$ cat src/rtl/starfish_pkg.sv
// Shared decode types for the decode queue: RV32 opcode encodings, ALU
// function codes and the packed control bundle carried in the output register.
package starfish_pkg;

  typedef enum logic [6:0] {
    OP_LUI    = 7'b0110111,
    OP_AUIPC  = 7'b0010111,
    OP_JAL    = 7'b1101111,
    OP_JALR   = 7'b1100111,
    OP_BRANCH = 7'b1100011,
    OP_LOAD   = 7'b0000011,
    OP_STORE  = 7'b0100011,
    OP_IMM    = 7'b0010011,
    OP_RG3    = 7'b0110011,
    OP_SYS    = 7'b1110011
  } opcode_t;

  localparam logic [3:0] ALU_ADD  = 4'b0000;
  localparam logic [3:0] ALU_SLL  = 4'b0001;
  localparam logic [3:0] ALU_SLT  = 4'b0010;
  localparam logic [3:0] ALU_SLTU = 4'b0011;
  localparam logic [3:0] ALU_XOR  = 4'b0100;
  localparam logic [3:0] ALU_SRL  = 4'b0101;
  localparam logic [3:0] ALU_OR   = 4'b0110;
  localparam logic [3:0] ALU_AND  = 4'b0111;
  localparam logic [3:0] ALU_SUB  = 4'b1000;
  localparam logic [3:0] ALU_LUI  = 4'b1001;
  localparam logic [3:0] ALU_SRA  = 4'b1101;

  // funct7 value that marks the M-extension multiply/divide group
  localparam logic [6:0] F7_MULDIV = 7'b0000001;

  typedef struct packed {
    logic       reg_write;
    logic       mem_write;
    logic       mem_read;
    logic [3:0] alu_fun;
    logic       alu_src_a;
    logic [1:0] alu_src_b;
    logic       rf_wr_sel;
    logic [6:0] opcode;
    logic       illegal;
    logic       mul_en;
    logic [2:0] mul_op;
  } ctrl_t;

endpackage

$ cat src/rtl/decode_ctrl.sv
// Combinational RV32 control decoder: instruction word in, control bundle out.
// Build option: DECODE_QUEUE_MEXT_EN enables M-extension (mul_en/mul_op);
// without it those encodings are reported illegal.
module decode_ctrl
  import starfish_pkg::*;
(
  input  logic [31:0] ir,
  output ctrl_t       ctrl
);

  logic [2:0] func3;
  logic       alt;
  logic       is_mext;
  logic       unused_ir;

  assign func3     = ir[14:12];
  assign alt       = ir[30];
  assign is_mext   = (ir[31:25] == F7_MULDIV);
  // register indices and immediates do not affect control
  assign unused_ir = ^{ir[24:15], ir[11:7]};

  // decode opcode/funct fields into the control bundle
  always_comb begin
    ctrl        = '0;
    ctrl.opcode = ir[6:0];
    case (ir[6:0])
      OP_LUI: begin
        ctrl.reg_write = 1'b1;
        ctrl.alu_fun   = ALU_LUI;
      end
      OP_AUIPC: begin
        ctrl.reg_write = 1'b1;
        ctrl.alu_src_a = 1'b1;
      end
      OP_JAL, OP_JALR: begin
        ctrl.reg_write = 1'b1;
        ctrl.alu_src_a = 1'b1;
        ctrl.alu_src_b = 2'b10;
      end
      OP_BRANCH: ctrl.alu_src_a = 1'b1;
      OP_LOAD: begin
        ctrl.reg_write = 1'b1;
        ctrl.mem_read  = 1'b1;
        ctrl.rf_wr_sel = 1'b1;
      end
      OP_STORE: ctrl.mem_write = 1'b1;
      OP_IMM: begin
        // ir[30] only distinguishes SRAI from SRLI; ADDI has no SUB form
        ctrl.reg_write = 1'b1;
        ctrl.alu_fun   = {(func3 == 3'b101) && alt, func3};
      end
      OP_RG3: begin
        ctrl.reg_write = 1'b1;
        ctrl.alu_src_b = 2'b01;
        ctrl.alu_fun   = {((func3 == 3'b000) || (func3 == 3'b101)) && alt, func3};
        if (is_mext) begin
`ifdef DECODE_QUEUE_MEXT_EN
          ctrl.alu_fun = ALU_ADD;
          ctrl.mul_en  = 1'b1;
          ctrl.mul_op  = func3;
`else
          ctrl         = '0;
          ctrl.opcode  = ir[6:0];
          ctrl.illegal = 1'b1;
`endif
        end
      end
      OP_SYS: begin
        ctrl.alu_src_b = 2'b01;
        ctrl.reg_write = (func3 == 3'b001);
      end
      default: ctrl.illegal = 1'b1;
    endcase
  end

endmodule

$ cat src/rtl/decode_queue.sv
// Instruction FIFO followed by a registered decode stage. The FIFO holds up to
// DEPTH raw instructions; the output register holds one decoded instruction.
// Build option: DECODE_QUEUE_MEXT_EN (see decode_ctrl).
module decode_queue
  import starfish_pkg::*;
#(
  parameter int DEPTH = 4,
  parameter int PC_W  = 32
) (
  input  logic                   clk,
  input  logic                   rst,
  input  logic                   flush,
  input  logic                   in_valid,
  input  logic [31:0]            in_ir,
  input  logic [PC_W-1:0]        in_pc,
  output logic                   in_ready,
  output logic                   out_valid,
  input  logic                   out_ready,
  output logic [31:0]            out_ir,
  output logic [PC_W-1:0]        out_pc,
  output logic                   regWrite,
  output logic                   memWrite,
  output logic                   memRead,
  output logic [3:0]             alu_fun,
  output logic                   alu_srcA,
  output logic [1:0]             alu_srcB,
  output logic                   rf_wr_sel,
  output logic [6:0]             opcode,
  output logic                   illegal,
  output logic                   mul_en,
  output logic [2:0]             mul_op,
  output logic [$clog2(DEPTH):0] count
);

  localparam int PW = $clog2(DEPTH);
  localparam int CW = PW + 1;
  localparam logic [CW-1:0] FULL = CW'(DEPTH);

  logic [31:0]     ir_mem_q [DEPTH];
  logic [31:0]     ir_mem_d [DEPTH];
  logic [PC_W-1:0] pc_mem_q [DEPTH];
  logic [PC_W-1:0] pc_mem_d [DEPTH];
  logic [PW-1:0]   wr_ptr_q, wr_ptr_d, rd_ptr_q, rd_ptr_d;
  logic [CW-1:0]   count_q, count_d;
  logic            out_valid_q, out_valid_d;
  logic [31:0]     out_ir_q, out_ir_d;
  logic [PC_W-1:0] out_pc_q, out_pc_d;
  ctrl_t           ctrl_q, ctrl_d, head_ctrl;
  logic [31:0]     head_ir;
  logic            push, pop;

  // full FIFO refuses input even if the head is leaving this edge
  assign in_ready = (count_q != FULL);
  assign push     = in_valid && in_ready && !flush;
  assign pop      = (count_q != '0) && (!out_valid_q || out_ready) && !flush;
  assign head_ir  = ir_mem_q[rd_ptr_q];

  decode_ctrl u_decode (
    .ir   (head_ir),
    .ctrl (head_ctrl)
  );

  // storage write for an accepted instruction
  always_comb begin
    ir_mem_d = ir_mem_q;
    pc_mem_d = pc_mem_q;
    if (push) begin
      ir_mem_d[wr_ptr_q] = in_ir;
      pc_mem_d[wr_ptr_q] = in_pc;
    end
  end

  // storage is not reset; validity comes from count and pointers
  always_ff @(posedge clk) begin
    ir_mem_q <= ir_mem_d;
    pc_mem_q <= pc_mem_d;
  end

  // next-state for pointers, occupancy and the output register
  always_comb begin
    wr_ptr_d    = wr_ptr_q;
    rd_ptr_d    = rd_ptr_q;
    count_d     = count_q;
    out_valid_d = out_valid_q;
    out_ir_d    = out_ir_q;
    out_pc_d    = out_pc_q;
    ctrl_d      = ctrl_q;
    if (flush) begin
      wr_ptr_d    = '0;
      rd_ptr_d    = '0;
      count_d     = '0;
      out_valid_d = 1'b0;
    end else begin
      if (push) wr_ptr_d = wr_ptr_q + 1'b1;
      if (pop)  rd_ptr_d = rd_ptr_q + 1'b1;
      case ({push, pop})
        2'b10:   count_d = count_q + 1'b1;
        2'b01:   count_d = count_q - 1'b1;
        default: count_d = count_q;
      endcase
      if (pop) begin
        out_valid_d = 1'b1;
        out_ir_d    = head_ir;
        out_pc_d    = pc_mem_q[rd_ptr_q];
        ctrl_d      = head_ctrl;
      end else if (out_ready) begin
        out_valid_d = 1'b0;
      end
    end
  end

  // state registers, cleared asynchronously by rst
  always_ff @(posedge clk or posedge rst) begin
    if (rst) begin
      wr_ptr_q    <= '0;
      rd_ptr_q    <= '0;
      count_q     <= '0;
      out_valid_q <= 1'b0;
      out_ir_q    <= '0;
      out_pc_q    <= '0;
      ctrl_q      <= '0;
    end else begin
      wr_ptr_q    <= wr_ptr_d;
      rd_ptr_q    <= rd_ptr_d;
      count_q     <= count_d;
      out_valid_q <= out_valid_d;
      out_ir_q    <= out_ir_d;
      out_pc_q    <= out_pc_d;
      ctrl_q      <= ctrl_d;
    end
  end

  assign count     = count_q;
  assign out_valid = out_valid_q;
  assign out_ir    = out_ir_q;
  assign out_pc    = out_pc_q;
  assign regWrite  = ctrl_q.reg_write;
  assign memWrite  = ctrl_q.mem_write;
  assign memRead   = ctrl_q.mem_read;
  assign alu_fun   = ctrl_q.alu_fun;
  assign alu_srcA  = ctrl_q.alu_src_a;
  assign alu_srcB  = ctrl_q.alu_src_b;
  assign rf_wr_sel = ctrl_q.rf_wr_sel;
  assign opcode    = ctrl_q.opcode;
  assign illegal   = ctrl_q.illegal;
  assign mul_en    = ctrl_q.mul_en;
  assign mul_op    = ctrl_q.mul_op;

endmodule

$ cat config.mk
export PLATFORM = sky130hd
export DESIGN_NAME = decode_queue
export DESIGN_NICKNAME = d
export VERILOG_FILES = /design/src/rtl/starfish_pkg.sv /design/src/rtl/decode_ctrl.sv /design/src/rtl/decode_queue.sv
export SDC_FILE = /design/constraint.sdc
export NUM_CORES = 1
export LEC_CHECK = 0
export CAP_MARGIN = 20
export CORE_ASPECT_RATIO = 0.7
export CORE_MARGIN = 5
export CORE_UTILIZATION = 55
export DETAILED_ROUTE_END_ITERATION = 12
export GPL_ROUTABILITY_DRIVEN = 0
export PLACE_DENSITY_LB_ADDON = 0.3
export SLEW_MARGIN = 5
export SYNTH_ARGS = -nofsm -noshare
export SYNTH_HDL_FRONTEND = slang
export SYNTH_SLANG_ARGS = --single-unit
export TNS_END_PERCENT = 1
$ cat constraint.sdc
create_clock -name clk -period 3.6 [get_ports clk]
set_input_delay 0.72 -clock clk [delete_from_list [all_inputs] [get_ports clk]]
set_output_delay 0.72 -clock clk [all_outputs]
set_load 0.005 [all_outputs]
Word level (Yosys, flattened, before mapping). Cells that the tools add are included.

$add $sub $neg: 4. Magnitude comparators: 3. Equal/unequal tests: 16. Multiplexer cells: 30. Bitwise operators: 3. Reductions and logical operators: 22.

Operator list (number): $bwmux W128 (2); $mux W32 (5); $bmux W32 S2 (2); $demux W32 S2 (1); $eq A7 B7 Y1 const B (4); $mux W23 (1); $eq A7 B6 Y1 const B (3); $eq A7 B5 Y1 const B (2); $pmux W4 S3 (1); $pmux W1 S2 (5); $reduce_bool A3 Y1 (3); $reduce_or A9 Y1 (1); $mux W2 (4); $eq A7 B1 Y1 const B (1); $eq A7 B2 Y1 const B (1); $logic_and A1 B1 Y1 (7); $mux W7 (1); $ge A3 B3 Y1 const B (2); $not A2 Y3 (2); $pmux W2 S3 (1); $pmux W3 S2 (1); $reduce_or A6 Y1 (1); $add A2 B1 Y2 const B (2); $mux W4 (1); 19 further kinds (24).

Register bits: 351. Bits of input ports: 69. Output and inout bits: 92. Logic and storage cells: 103.

Logic depth before layout (Yosys ltp).
Depth in word-level cells: 9. Mapped depth: 11. Gate-level depth less buffers: 8.

Cells and area by module. Synthesis repeated with hierarchy kept, for this count alone.

Cell total of the unflattened synthesis: 641. Area total of the unflattened synthesis: 13515.5 sq um.

Modules (own cells, without submodules): decode_queue (instances 1, cells an instance 583, area each 13131.3 sq um, sequential area each 10064.7 sq um); decode_ctrl (instances 1, cells an instance 58, area each 384.1 sq um, sequential area each 0.0 sq um).

Worst setup path before layout. Ideal clock, no wire load.

Path type: flip-flop to flip-flop. From: register count_q[2] (netlist: count[2]). To: register ir_mem_q[0] in the netlist's numbering, enable pin. Setup time: 0.429 ns. Data arrival time: 2.633 ns. Data required time: 3.171 ns. Setup slack: 0.538 ns. Stages on the path, launching flop included: 6. Path buffers: 1. Clock period less this slack: 3.062 ns. Path through: dfrtp_1 > or3b_2 > clkbuf_1 > nand2_1 > nor2_1 > and2_1.

Cells in the longest elaborated chain, start to end: 3.

RTL lines: start, declared (line decode_queue.sv:44) `logic [CW-1:0] count_q, count_d;`; start signal, assigned (line decode_queue.sv:125) `count_q <= count_d;`; $ne A3 B3 Y1 (line decode_queue.sv:53) `assign in_ready = (count_q != FULL);`; net in_ready (line decode_queue.sv:16) `output logic in_ready,`; $logic_and A1 B1 Y1 (2 in a row) (line decode_queue.sv:54) `assign push = in_valid && in_ready && !flush;`; end signal, assigned (line decode_queue.sv:75) `ir_mem_q <= ir_mem_d;`; end, declared (line decode_queue.sv:39) `logic [31:0] ir_mem_q [DEPTH];`.

The timed path passes the listed nets, and every way through them passes these cells. A chain may end at the register's enable or synchronous reset.

Worst setup path after layout.
From: register rd_ptr_q[0]. To: register ctrl_q (netlist bit alu_srcA).

Cells in the longest elaborated chain, start to end: 7. Elaborated cells on any way between the ends: 11. Classes of those cells: eq/ne (5); mux (4); bitwise (1); reduce/logical (1).

RTL lines: start, declared (line decode_queue.sv:43) `logic [PW-1:0] wr_ptr_q, wr_ptr_d, rd_ptr_q, rd_ptr_d;`; start signal, assigned (line decode_queue.sv:124) `rd_ptr_q <= rd_ptr_d;`; $not A2 Y3 (implied by the code) * (line decode_queue.sv:56) `assign head_ir = ir_mem_q[rd_ptr_q];`; $bmux W32 S2 * (line decode_queue.sv:56); $mux W32 (implied by the code) * (2 in a row) (line decode_queue.sv:56); $eq A7 B5 Y1 / $eq A7 B7 Y1 (equally long branches) (line decode_ctrl.sv:26) `case (ir[6:0])`; $reduce_or A4 Y1 (no source line); $pmux W1 S2 * (line decode_ctrl.sv:26); end signal, assigned (line decode_queue.sv:129) `ctrl_q <= ctrl_d;`; end, declared (line decode_queue.sv:48) `ctrl_t ctrl_q, ctrl_d, head_ctrl;`.

Mark *: on every way between the ends. The rest lies on a longest branch, timed or not. The select of a mux whose other input is x is not followed.

==> results.json <==
{
  "worstSetupPathType": "reg -> reg",
  "ant_nets": 0,
  "ys_ff_latch": 339,
  "worst_ir_drop_vdd_v": 0.000479,
  "synth_area_leader_cell": "edfxtp_1",
  "track_usage": 0.216,
  "synth_flop_cell": "edfxtp_1",
  "cts_root_buf": "clkbuf_16",
  "yosysMostFrequentCell": "edfxtp_1",
  "hold_violations": 0,
  "postSynthCellCount": 747,
  "tightest_slew_ns": 0.734,
  "hold_class": "reg -> reg",
  "p_leak_nw": 5.78,
  "die_x_um": 193,
  "critPathMaxFanout": 29,
  "drt_pass1_iterations": 7,
  "cts_buffer_depth": 3,
  "wl_per_cell_um": 22.6,
  "power.net_switching_mw": 3.20,
  "min_period_ns": 2.86,
  "rows": 46,
  "viasPerCell": 5.67,
  "die_h_um": 138,
  "portBuffers": 156,
  "cpPeakStageDelay_ns": 0.81,
  "ys_top_cells_by_area": "edfxtp_1 (60%), dfrtp_1 (16%), mux4_2 (11%)",
  "cts_tree": "yes",
  "syn_area_per_cell_um2": 17.2,
  "outcome": "finished, final reports clean",
  "min_period_over_period": 0.795,
  "path_clk_slew_ns": 0.07,
  "crit_path_cell_trace": "buf_4 -> mux4_2 -> nand2b_1 -> o32ai_1 -> a21oi_1 -> o21ai_1",
  "pwr-share-comb": 0.256,
  "intPower_mw": 8.46,
  "num_antenna_cells": 0,
  "met2_length_mm": 13.3,
  "dieArea_mm2": 0.0265,
  "vias": 7076,
  "worstReg2RegStart": "rd_ptr_q[0]$_DFFE_PP0P_",
  "ys_async_sr_fraction": 0.245,
  "crit_buf_inv": 1,
  "synth_edf_count": 256,
  "setup_viol": 0,
  "power.clock.fraction": 0.296,
  "max-cap-violations": 0,
  "grt_pass1_wl_mm": 43.1,
  "highest_layer": "met5",
  "clk_latency_ns": 0.55,
  "core_area_mm2": 0.0228,
  "drv_slew": 0,
  "grt-ovfl-total": 0,
  "finClkSkew_ns": 0.0160,
  "arrival_ns": 3.32,
  "initialDrtViolationCount": 597,
  "rsz0062_at_grt": "no",
  "hpwlAfterDp_mm": 17.7,
  "area_growth_pct": 23.9,
  "worstSetupEndpointType": "flip-flop",
  "io_pins": 161,
  "drive_gt1_frac": 0.161,
  "fin_tns_setup_ns": 0,
  "power_density_mw_per_mm2": 734,
  "drt-total-wl_mm": 28.3,
  "hold_ws_ns": 0.473,
  "synth_cell_types": 49,
  "crit_path_start_kind": "flip-flop",
  "numCtsBuffers": 30,
  "ctsResizeCount": 0,
  "post_cts_buffers": 0,
  "wl_met1_mm": 12.0,
  "yosys.area.top_type_share": 0.599,
  "initial_core_util": 0.563,
  "final_nets": 987,
  "required_ns": 4.06,
  "hold_buffers": 0,
  "htree_levels": 1,
  "grt_max_degree": 48,
  "seq_area_frac_synth": 0.761,
  "synth.yosys.warnings": 0,
  "clock_sinks": 339,
  "seq_power_share": 0.447,
  "grt_pass1_vias": 7365,
  "fmax_mhz": 349,
  "cp_slowest_cell": "dfrtp_4",
  "synthTopCellsByCount": "edfxtp_1 (256), nand2_1 (205), dfrtp_1 (83)",
  "holdCritStartpoint": "out_pc[29]$_DFFE_PP0P_",
  "cp-startpoint": "rd_ptr_q[0]$_DFFE_PP0P_",
  "antenna_found_initial": 2,
  "max_slew_margin": 0.507,
  "path_delay_family": "flip-flops",
  "drc_errors": 0,
  "wl_met3_mm": 2.45,
  "switching_share": 0.275,
  "synth_area_mm2": 0.0128
}
## cells in the final DEF, fill, tap and decap left out, types with 5 or more instances in the layout
master / count
o21ai_0: 7
clkdlybuf4s50_1: 156
inv_1: 5
nor2_1: 14
clkbuf_16: 31
bufinv_16: 5
buf_4: 17
clkinv_2: 6
mux4_2: 64
a21oi_1: 6
edfxtp_1: 256
dfrtp_1: 81
clkbuf_8: 7
nand2_1: 205
## power groups by stage
stage,registers [mW],clock network (mW),logic [mW]
floorplan,5.14,0,1.67
global placement,5.28,0,2.92
detailed placement,5.29,0,2.99
CTS,5.23,3.51,3.04
finish,5.22,3.46,2.99
global route,5.29,3.67,3.25
## worst register-to-register path, stage by stage, from the launching register on
cell and delay [ns]:
dfrtp_4 0.81, buf_4 0.39, mux4_2 0.72, nand2b_1 0.25, o32ai_1 0.30, a21oi_1 0.15, o21ai_1 0.17
## registers in the layout (all words and copies together), names as in the netlist
name and cells:
alu_fun 4, ir_mem_q 128, count 3, out_ir 32, memWrite 1, memRead 1, wr_ptr_q 2, regWrite 1
pc_mem_q 128, alu_srcA 1, rd_ptr_q 2, out_valid 1, alu_srcB 2, out_pc 32, illegal 1
## per-layer routing
metal	global-route usage	up-vias
met5	0	-
met4	0.0459	4
met3	0.0443	45
met2	0.337	314
met1	0.322	3624
li1	-	3089
## logic make-up (layout without fill, tap and decap cells)
kind of cell | after synthesis | in the layout | synth area share
simple gates | 248 | 248 | 0.0793
fa+ha+maj | 5 | 5 | 0.00546
other cells | 1 | 4 | 0.000292
compound gates | 29 | 29 | 0.0154
mux | 66 | 66 | 0.114
flops | 339 | 339 | 0.761
xor+xnor | 7 | 7 | 0.00478
buf+inv | 52 | 239 | 0.0199
## stage by stage
step	util	total power [mW]	cells	cell area (µm²)	worst slack [ns]
detailed placement	0.649	8.28	1193	14800	0.474
global route	0.697	12.2	1249	15900	0.543
floorplan	-	6.81	750	12800	0.538
finish	0.697	11.7	1249	15900	0.737
CTS	0.697	11.8	1249	15900	0.703
global placement	0.649	8.20	1193	14800	0.549
## final cells by class
class,count,area (µm²)
clock inverters,16,216
multi-input cells,359,2840
repair buffers,177,1770
fillers,1459,6900
clock buffers,40,880
flip-flops and latches,339,9770
well taps,312,390
inverters,6,25.0
## worst paths after layout
path | endpoint | slack, ns | cells after the start
worst max-delay path | alu_srcA$_DFFE_PP0P_ | 0.74 | 6
worst min-delay path | out_pc[29]$_DFFE_PP0P_ | 0.47 | 2
worst max register to register | alu_srcA$_DFFE_PP0P_ | 0.74 | 6
worst min register to register | out_pc[29]$_DFFE_PP0P_ | 0.47 | 2
max in group asynchronous | out_ir[18]$_DFFE_PP0P_ | 2.35 | 3
min in group asynchronous | alu_srcB[1]$_DFFE_PP0P_ | 0.58 | 2
No activity file was read; power rests on OpenSTA's default activity.
